===== config.mk =====
export PLATFORM = sky130hd
export DESIGN_NAME = game_fsm_flat
export DESIGN_NICKNAME = d
export VERILOG_FILES = /design/src/rtl/game_fsm_if.sv /design/src/rtl/game_fsm.sv /design/src/flat_wrapper.sv
export SDC_FILE = /design/constraint.sdc
export NUM_CORES = 1
export LEC_CHECK = 0
export CAP_MARGIN = 20
export CORE_MARGIN = 2
export CORE_UTILIZATION = 30
export CTS_CLUSTER_DIAMETER = 60
export CTS_CLUSTER_SIZE = 28
export DETAILED_ROUTE_END_ITERATION = 7
export PLACE_DENSITY = 0.63
export SETUP_SLACK_MARGIN = 0.05
export SLEW_MARGIN = 20
export SYNTH_ARGS = -nofsm -noshare
export SYNTH_HDL_FRONTEND = slang
export SYNTH_SLANG_ARGS = --single-unit

===== constraint.sdc =====
create_clock -name i_clk -period 2.1 [get_ports i_clk]
set_input_delay 0.525 -clock i_clk [delete_from_list [all_inputs] [get_ports i_clk]]
set_output_delay 0.525 -clock i_clk [all_outputs]
set_load 0.005 [all_outputs]

===== src/rtl/game_fsm_if.sv =====
// rtl/game_fsm_if.sv - game_fsm signal bundle: debounced inputs and play-field
// status toward the controller, freeze/state/lives/score display outputs back.
interface game_fsm_if;
  logic       pause;
  logic       left;
  logic       right;
  logic       one_hz;
  logic       end_game;
  logic       collision;
  logic [1:0] fall_clr;
  logic [6:0] score;
  logic       stop;
  logic [1:0] state;
  logic [1:0] lives;
  logic [6:0] high_score;
  logic       blink;
  logic       game_over;

  modport slave (
    input  pause, left, right, one_hz, end_game, collision, fall_clr, score,
    output stop, state, lives, high_score, blink, game_over
  );

  modport master (
    output pause, left, right, one_hz, end_game, collision, fall_clr, score,
    input  stop, state, lives, high_score, blink, game_over
  );
endinterface


===== src/rtl/game_fsm.sv =====
// rtl/game_fsm.sv - game flow controller IDLE/PLAY/PAUSE/OVER with lives and high score.
// Optional bomb/lives logic is compiled in with GAME_FSM_LIVES_EN.
module game_fsm #(
  parameter int         LIVES      = 3,
  parameter logic [1:0] BOMB_COLOR = 2'b11
) (
  input  logic         i_clk,
  input  logic         i_rst,
  game_fsm_if.slave    bus
);

  typedef enum logic [1:0] {
    IDLE  = 2'd0,
    PLAY  = 2'd1,
    PAUSE = 2'd2,
    OVER  = 2'd3
  } state_t;

  state_t     r_state;
  state_t     w_next;
  logic       r_pause_prev;
  logic       r_left_prev;
  logic       r_right_prev;
  logic       r_one_hz_prev;
  logic       r_stop;
  logic       r_game_over;
  logic       r_blink;
  // No reset on purpose: the best score must survive restarts.
  logic [6:0] r_high_score = 7'd0;
  logic       w_pause_edge;
  logic       w_left_edge;
  logic       w_right_edge;
  logic       w_one_hz_edge;
  logic       w_last_life;

  assign w_pause_edge  = bus.pause  & ~r_pause_prev;
  assign w_left_edge   = bus.left   & ~r_left_prev;
  assign w_right_edge  = bus.right  & ~r_right_prev;
  assign w_one_hz_edge = bus.one_hz & ~r_one_hz_prev;

`ifdef GAME_FSM_LIVES_EN
  logic [1:0] r_lives;
  logic       w_bomb;

  assign w_bomb      = bus.collision && (bus.fall_clr == BOMB_COLOR) && (r_state == PLAY);
  assign w_last_life = w_bomb && (r_lives == 2'd1);

  always_ff @(posedge i_clk) begin
    if (i_rst) begin
      r_lives <= 2'(LIVES);
    end else if (r_state == IDLE && w_next == PLAY) begin
      r_lives <= 2'(LIVES);
    end else if (w_bomb && r_lives != 2'd0) begin
      r_lives <= r_lives - 2'd1;
    end
  end

  assign bus.lives = r_lives;
`else
  logic w_unused;

  assign w_last_life = 1'b0;
  assign w_unused    = ^{bus.collision, bus.fall_clr, BOMB_COLOR};
  assign bus.lives   = 2'(LIVES);
`endif

  always_comb begin
    w_next = r_state;
    case (r_state)
      IDLE: begin
        // A simultaneous pause edge is simply dropped here.
        if (w_left_edge || w_right_edge) w_next = PLAY;
      end
      PLAY: begin
        if (bus.end_game || w_last_life) w_next = OVER;
        else if (w_pause_edge)           w_next = PAUSE;
      end
      PAUSE: begin
        if (bus.end_game)      w_next = OVER;
        else if (w_pause_edge) w_next = PLAY;
      end
      default: w_next = OVER;
    endcase
  end

  always_ff @(posedge i_clk) begin
    if (i_rst) begin
      // Prevs at 1 so a button held through reset yields no edge.
      r_pause_prev  <= 1'b1;
      r_left_prev   <= 1'b1;
      r_right_prev  <= 1'b1;
      r_one_hz_prev <= 1'b1;
      r_state       <= IDLE;
      r_stop        <= 1'b1;
      r_game_over   <= 1'b0;
      r_blink       <= 1'b0;
    end else begin
      r_pause_prev  <= bus.pause;
      r_left_prev   <= bus.left;
      r_right_prev  <= bus.right;
      r_one_hz_prev <= bus.one_hz;
      r_state       <= w_next;
      r_stop        <= (w_next != PLAY);
      r_game_over   <= (w_next == OVER);
      if (w_next == IDLE || w_next == PLAY) begin
        r_blink <= 1'b0;
      end else if ((r_state == PAUSE || r_state == OVER) && w_one_hz_edge) begin
        r_blink <= ~r_blink;
      end
    end
  end

  always_ff @(posedge i_clk) begin
    if (!i_rst && w_next == OVER && r_state != OVER && bus.score > r_high_score) begin
      r_high_score <= bus.score;
    end
  end

  assign bus.state      = r_state;
  assign bus.stop       = r_stop;
  assign bus.game_over  = r_game_over;
  assign bus.blink      = r_blink;
  assign bus.high_score = r_high_score;

endmodule


===== src/flat_wrapper.sv =====
// flat-port wrapper written by rule: the top's interface ports become plain ports
module game_fsm_flat 
#(
  parameter int         LIVES      = 3,
  parameter logic [1:0] BOMB_COLOR = 2'b11
)
  (i_clk, i_rst, bus_pause, bus_left, bus_right, bus_one_hz, bus_end_game, bus_collision, bus_fall_clr, bus_score, bus_stop, bus_state, bus_lives, bus_high_score, bus_blink, bus_game_over);
  game_fsm_if bus_i ();
  input  logic i_clk;
  input  logic i_rst;
  input wire logic [$bits(bus_i.pause)-1:0] bus_pause;
  input wire logic [$bits(bus_i.left)-1:0] bus_left;
  input wire logic [$bits(bus_i.right)-1:0] bus_right;
  input wire logic [$bits(bus_i.one_hz)-1:0] bus_one_hz;
  input wire logic [$bits(bus_i.end_game)-1:0] bus_end_game;
  input wire logic [$bits(bus_i.collision)-1:0] bus_collision;
  input wire logic [$bits(bus_i.fall_clr)-1:0] bus_fall_clr;
  input wire logic [$bits(bus_i.score)-1:0] bus_score;
  output wire logic [$bits(bus_i.stop)-1:0] bus_stop;
  output wire logic [$bits(bus_i.state)-1:0] bus_state;
  output wire logic [$bits(bus_i.lives)-1:0] bus_lives;
  output wire logic [$bits(bus_i.high_score)-1:0] bus_high_score;
  output wire logic [$bits(bus_i.blink)-1:0] bus_blink;
  output wire logic [$bits(bus_i.game_over)-1:0] bus_game_over;
  assign bus_i.pause = bus_pause;
  assign bus_i.left = bus_left;
  assign bus_i.right = bus_right;
  assign bus_i.one_hz = bus_one_hz;
  assign bus_i.end_game = bus_end_game;
  assign bus_i.collision = bus_collision;
  assign bus_i.fall_clr = bus_fall_clr;
  assign bus_i.score = bus_score;
  assign bus_stop = bus_i.stop;
  assign bus_state = bus_i.state;
  assign bus_lives = bus_i.lives;
  assign bus_high_score = bus_i.high_score;
  assign bus_blink = bus_i.blink;
  assign bus_game_over = bus_i.game_over;
  game_fsm #(.LIVES(LIVES), .BOMB_COLOR(BOMB_COLOR)) u_core (.i_clk(i_clk), .i_rst(i_rst), .bus(bus_i));
endmodule

=== Word-level counts from Yosys, hierarchy flattened ===
Cells that the tools add are included.
W data, S select, Z words.

* Bits in registers: 16
* Bits of input ports: 17
* Output and inout bits: 14
* Word-level logic and storage cells: 43

* Magnitude comparators: 1
* Equal/unequal tests: 7
* Multiplexer cells: 6
* Bitwise gates (word level): 9
* Reductions and logical operators: 11

{| class="wikitable"
|+ Operators with widths
! operator !! count
|-
| $mux W2 || 5
|-
| $gt A7 B7 Y1 || 1
|-
| $eq A2 B2 Y1 const B || 3
|-
| $pmux W2 S3 || 1
|-
| $not A1 Y1 || 5
|-
| $and A1 B1 Y1 || 4
|-
| $eq A2 B1 Y1 const B || 2
|-
| $logic_and A1 B1 Y1 || 4
|-
| $logic_not A2 Y1 || 2
|-
| $logic_or A1 B1 Y1 || 3
|-
| $ne A2 B1 Y1 const B || 1
|-
| $ne A2 B2 Y1 const B || 1
|-
| $reduce_or A2 Y1 || 1
|-
| $logic_not A1 Y1 || 1
|}

=== Logic depth before layout (Yosys ltp) ===
* Depth in word-level cells: 9
* Mapped depth: 5
* Gate-level depth less buffers: 5

=== Worst setup path before layout ===
Ideal clock, no wire load.

* Path type: input to register
* Start point: in bus_score[4]
* End point: reg u_core.r_high_score[0], in the netlist u_core.bus.high_score[0], enable pin
* Library setup time: 279 ps
* Arrival time: 1,460 ps
* Required time: 1,821 ps
* Path slack: 361 ps
* Stages on the path: 4
* Path buffers: 0
* Path through: ha_1 a211oi_1 nor2_1 o311a_1

* Word-level cells in the longest chain between the ends: 2

{| class="wikitable"
|+ RTL lines
! item !! RTL line !! text
|-
| start, declared || flat_wrapper.sv:18 || <nowiki>input wire logic [$bits(bus_i.score)-1:0] bus_score;</nowiki>
|-
| $gt A7 B7 Y1 || game_fsm.sv:114 || <nowiki>if (!i_rst && w_next == OVER && r_state != OVER && bus.score > r_high_score) begin</nowiki>
|-
| $logic_and A1 B1 Y1 || game_fsm.sv:114 ||
|-
| end signal, assigned || game_fsm.sv:115 || <nowiki>r_high_score <= bus.score;</nowiki>
|-
| end, declared || game_fsm.sv:29 || <nowiki>logic [6:0] r_high_score = 7'd0;</nowiki>
|}

Every way passes these cells.
A chain may end at the register's enable or synchronous reset.

=== Worst setup path after layout ===
Ends and elaborated chain as after synthesis.

==> impl_metrics.json <==
{
  "areaGrowthSynthToFinish_pct": 44.03,
  "dp_hpwl_mm": 1.019,
  "hold_violations": 0,
  "hold_path.class": "flip-flop to flip-flop",
  "synthCells": 66,
  "placement.io_buffers": 25,
  "core_area_sq_um": 2410,
  "n_fill_cell": 247,
  "p_sw_share_pct": 21.57,
  "row_count": 18,
  "design.die.area_sq_um": 2896,
  "worst-path-max-fanout": 7,
  "grt_use_total_pct": 10.71,
  "routed_wire_length_per_instance_um": 10.51,
  "kind_of_start_point_of_the_critical_path": "primary input",
  "power.density_nw_per_um2": 596.9,
  "drt-vias-per-instance": 4.468,
  "vias": 563,
  "layout.core_utilization_pct": 44.50,
  "comb_power_share_pct": 14.5,
  "path_clk_slew_ns": 0.09,
  "run_status": "finished, final reports clean",
  "final_period_minus_worst_setup_slack_ns": 1.977,
  "end_kind": "flip-flop",
  "route.antenna.remaining_nets": 0,
  "detail_route.iter0.violations": 8,
  "firstDrtPassIters": 2,
  "cts_inserted_buffers": 3,
  "setup_viol": 0,
  "unrepaired_setup_endpoints_after_global_routing": "no",
  "first_pass_grt_wire_length_mm": 2.152,
  "critical_setup_path_class": "primary input to flip-flop",
  "cts_sinks": 16,
  "intPower_uw": 502.1,
  "period_utilisation_layout_pct": 94.13,
  "synth_seq_area_share_pct": 52.44,
  "grt-ovfl-total": 0,
  "seq_power_share_pct": 54.3,
  "io_pins": 31,
  "synth_warnings": 0,
  "chipWidth_um": 53.82,
  "switchingPower_uw": 138.0,
  "drc_violations": 0,
  "critPathRequiredTime_ns": 2.10,
  "timing_max_transition_violations_final": 0,
  "timing.clock.skew_ns": 0.001982,
  "share_of_cells_above_drive_strength_1_pct": 13.54,
  "grt_antenna_before_repair": 0,
  "clkLatencyLatePin_ns": 0.28,
  "initial_core_utilization_pct": 30.89,
  "die_y_um": 53.82,
  "fin_tns_setup_ns": 0,
  "netlist-cell-type-count": 28,
  "fmaxAchievable_mhz": 505.9,
  "post-route-cell-area_sq_um": 1072,
  "postSynthAreaPerCell_sq_um": 11.28,
  "cp.arrival_ns": 1.98,
  "leakagePower_nw": 0.4316,
  "tritoncts_clock_tree": "built",
  "h-tree-depth": 1,
  "postRouteWirelength_mm": 1.324,
  "bufs_on_longest_clock_path": 2,
  "first_global_vias": 506,
  "post_cts.resized_instances": 0,
  "design.final.nets": 121,
  "antennaDiodeCount": 0,
  "number_of_maximum_capacitance_violations": 0,
  "clock-root-buffer": "clkbuf_4",
  "totalPowerFinal_uw": 640.1,
  "post_synth_instance_area_sq_um": 744.5,
  "detailed_place.area_sq_um": 1036,
  "postSynthRegisterBits": 16,
  "vdd_ir_drop_max_uv": 349.3,
  "gpl.final_weighted_congestion": 0.6795,
  "largest_net_degree_at_the_start_of_global_routing": 10,
  "hold_ws_ns": 0.5844,
  "power.clock.fraction_pct": 31.1,
  "cts_hold_repair.buffers": 0,
  "cts_setup_buffers": 0
}
==> kinds of logic (layout without fill, tap and decap cells) <==
family / count (synthesis) / count (layout) / share of synthesized area, %
buffers and inverters: 9 / 38 / 5.546
AOI/OAI and AO/OA: 13 / 13 / 12.44
DFF: 16 / 16 / 52.44
and+or+nand+nor: 19 / 19 / 16.13
other: 1 / 2 / 0.5037
adders and majority gates: 7 / 7 / 11.76
xor gates and xnor gates: 1 / 1 / 1.177
==> stage by stage <==
step / cells / worst slack, ns
after CTS: 126 / 0.1258
after floorplan: 67 / 0.3608
after global routing: 126 / 0.08080
final: 126 / 0.1233
after detailed placement: 122 / -0.1783
after global placement: 122 / -0.1826
==> final timing paths <==
path                                       from                                  to  slack [ns]  cells past startpoint
min               u_core.r_left_prev$_SDFF_PP1_          u_core.bus.stop$_SDFF_PP1_        0.58                      3
max                                bus_score[4]  u_core.bus.high_score[0]$_DFFE_PP_        0.12                      5
min reg2reg       u_core.r_left_prev$_SDFF_PP1_          u_core.bus.stop$_SDFF_PP1_        0.58                      3
max reg2reg  u_core.bus.high_score[4]$_DFFE_PP_  u_core.bus.high_score[0]$_DFFE_PP_        0.39                      5
==> cells in the mapped netlist (all sizes together) <==
| master | instances | area [sq um] |
|---|---|---|
| dfxtp | 9 | 180.2 |
| edfxtp | 7 | 210.2 |
| ha | 7 | 87.58 |
| inv | 7 | 26.28 |
| a21oi | 4 | 23.77 |
| or2 | 4 | 25.02 |
| nand2b | 3 | 18.77 |
| o21ai | 3 | 15.01 |
| a211oi | 2 | 20.02 |
| buf | 2 | 15.01 |
| nand3b | 2 | 15.01 |
| nor2 | 2 | 7.510 |
| a31oi | 1 | 6.260 |
| and3b | 1 | 8.760 |
| and4bb | 1 | 12.51 |
| conb | 1 | 3.750 |
| nand2 | 1 | 3.750 |
| nand3 | 1 | 5.000 |
| nand4 | 1 | 6.260 |
| nor2b | 1 | 6.260 |
| nor3 | 1 | 5.000 |
| nor4 | 1 | 6.260 |
| o21a | 1 | 7.510 |
| o2bb2a | 1 | 10.01 |
| o311a | 1 | 10.01 |
| xor2 | 1 | 8.760 |
==> flip-flops by register name, summed over array words and instances, names as in the netlist <==
signal and cells:
u_core.r_one_hz_prev 1, u_core.r_right_prev 1, u_core.bus.high_score 7, u_core.r_pause_prev 1, u_core.bus.blink 1, u_core.bus.game_over 1, u_core.r_left_prev 1, u_core.bus.state 2
u_core.bus.stop 1
==> power groups by stage <==
stage	registers [mW]	logic (mW)	clock network, mW
after floorplan	0.354	0.0382	0
after global placement	0.354	0.0921	0
after detailed placement	0.355	0.0928	0
after CTS	0.348	0.0942	0.212
after global routing	0.350	0.104	0.231
final	0.348	0.0929	0.199
==> cell usage in the layout, fill, tap and decap left out, types with 2 or more instances in the layout <==
| cell type | n |
|---|---|
| o21ai_0 | 3 |
| ha_1 | 7 |
| clkbuf_4 | 3 |
| edfxtp_1 | 7 |
| inv_1 | 7 |
| clkdlybuf4s50_1 | 25 |
| dfxtp_1 | 9 |
| conb_1 | 2 |
| nand2b_1 | 3 |
| nor2_1 | 2 |
| a21oi_1 | 3 |
| nand3b_1 | 2 |
| buf_4 | 2 |
| or2_2 | 4 |
==> critical path, stage by stage <==
cell	delay, ns
clkdlybuf4s50_1	0.48
ha_1	0.24
a211oi_1	0.24
nor2_1	0.08
o311a_1	0.42
==> per-layer routing <==
layer  GRT usage, %  wire, um  share of wire, %
met5              0         0                 0
met4          5.128         0                 0
met3          4.722       110               8.3
met2          16.06       617                47
met1          13.01       596                45
==> final cells by class <==
cell class | count | area (sq um) | share of cell area [%]
repair buffers | 27 | 265.3 | 24.74
multi-input cells | 42 | 316.6 | 29.52
well taps | 30 | 37.54 | 3.501
flip-flops and latches | 16 | 390.4 | 36.41
clock buffers | 4 | 36.28 | 3.384
inverters | 7 | 26.28 | 2.450
Power figures use the tool's default switching activity.
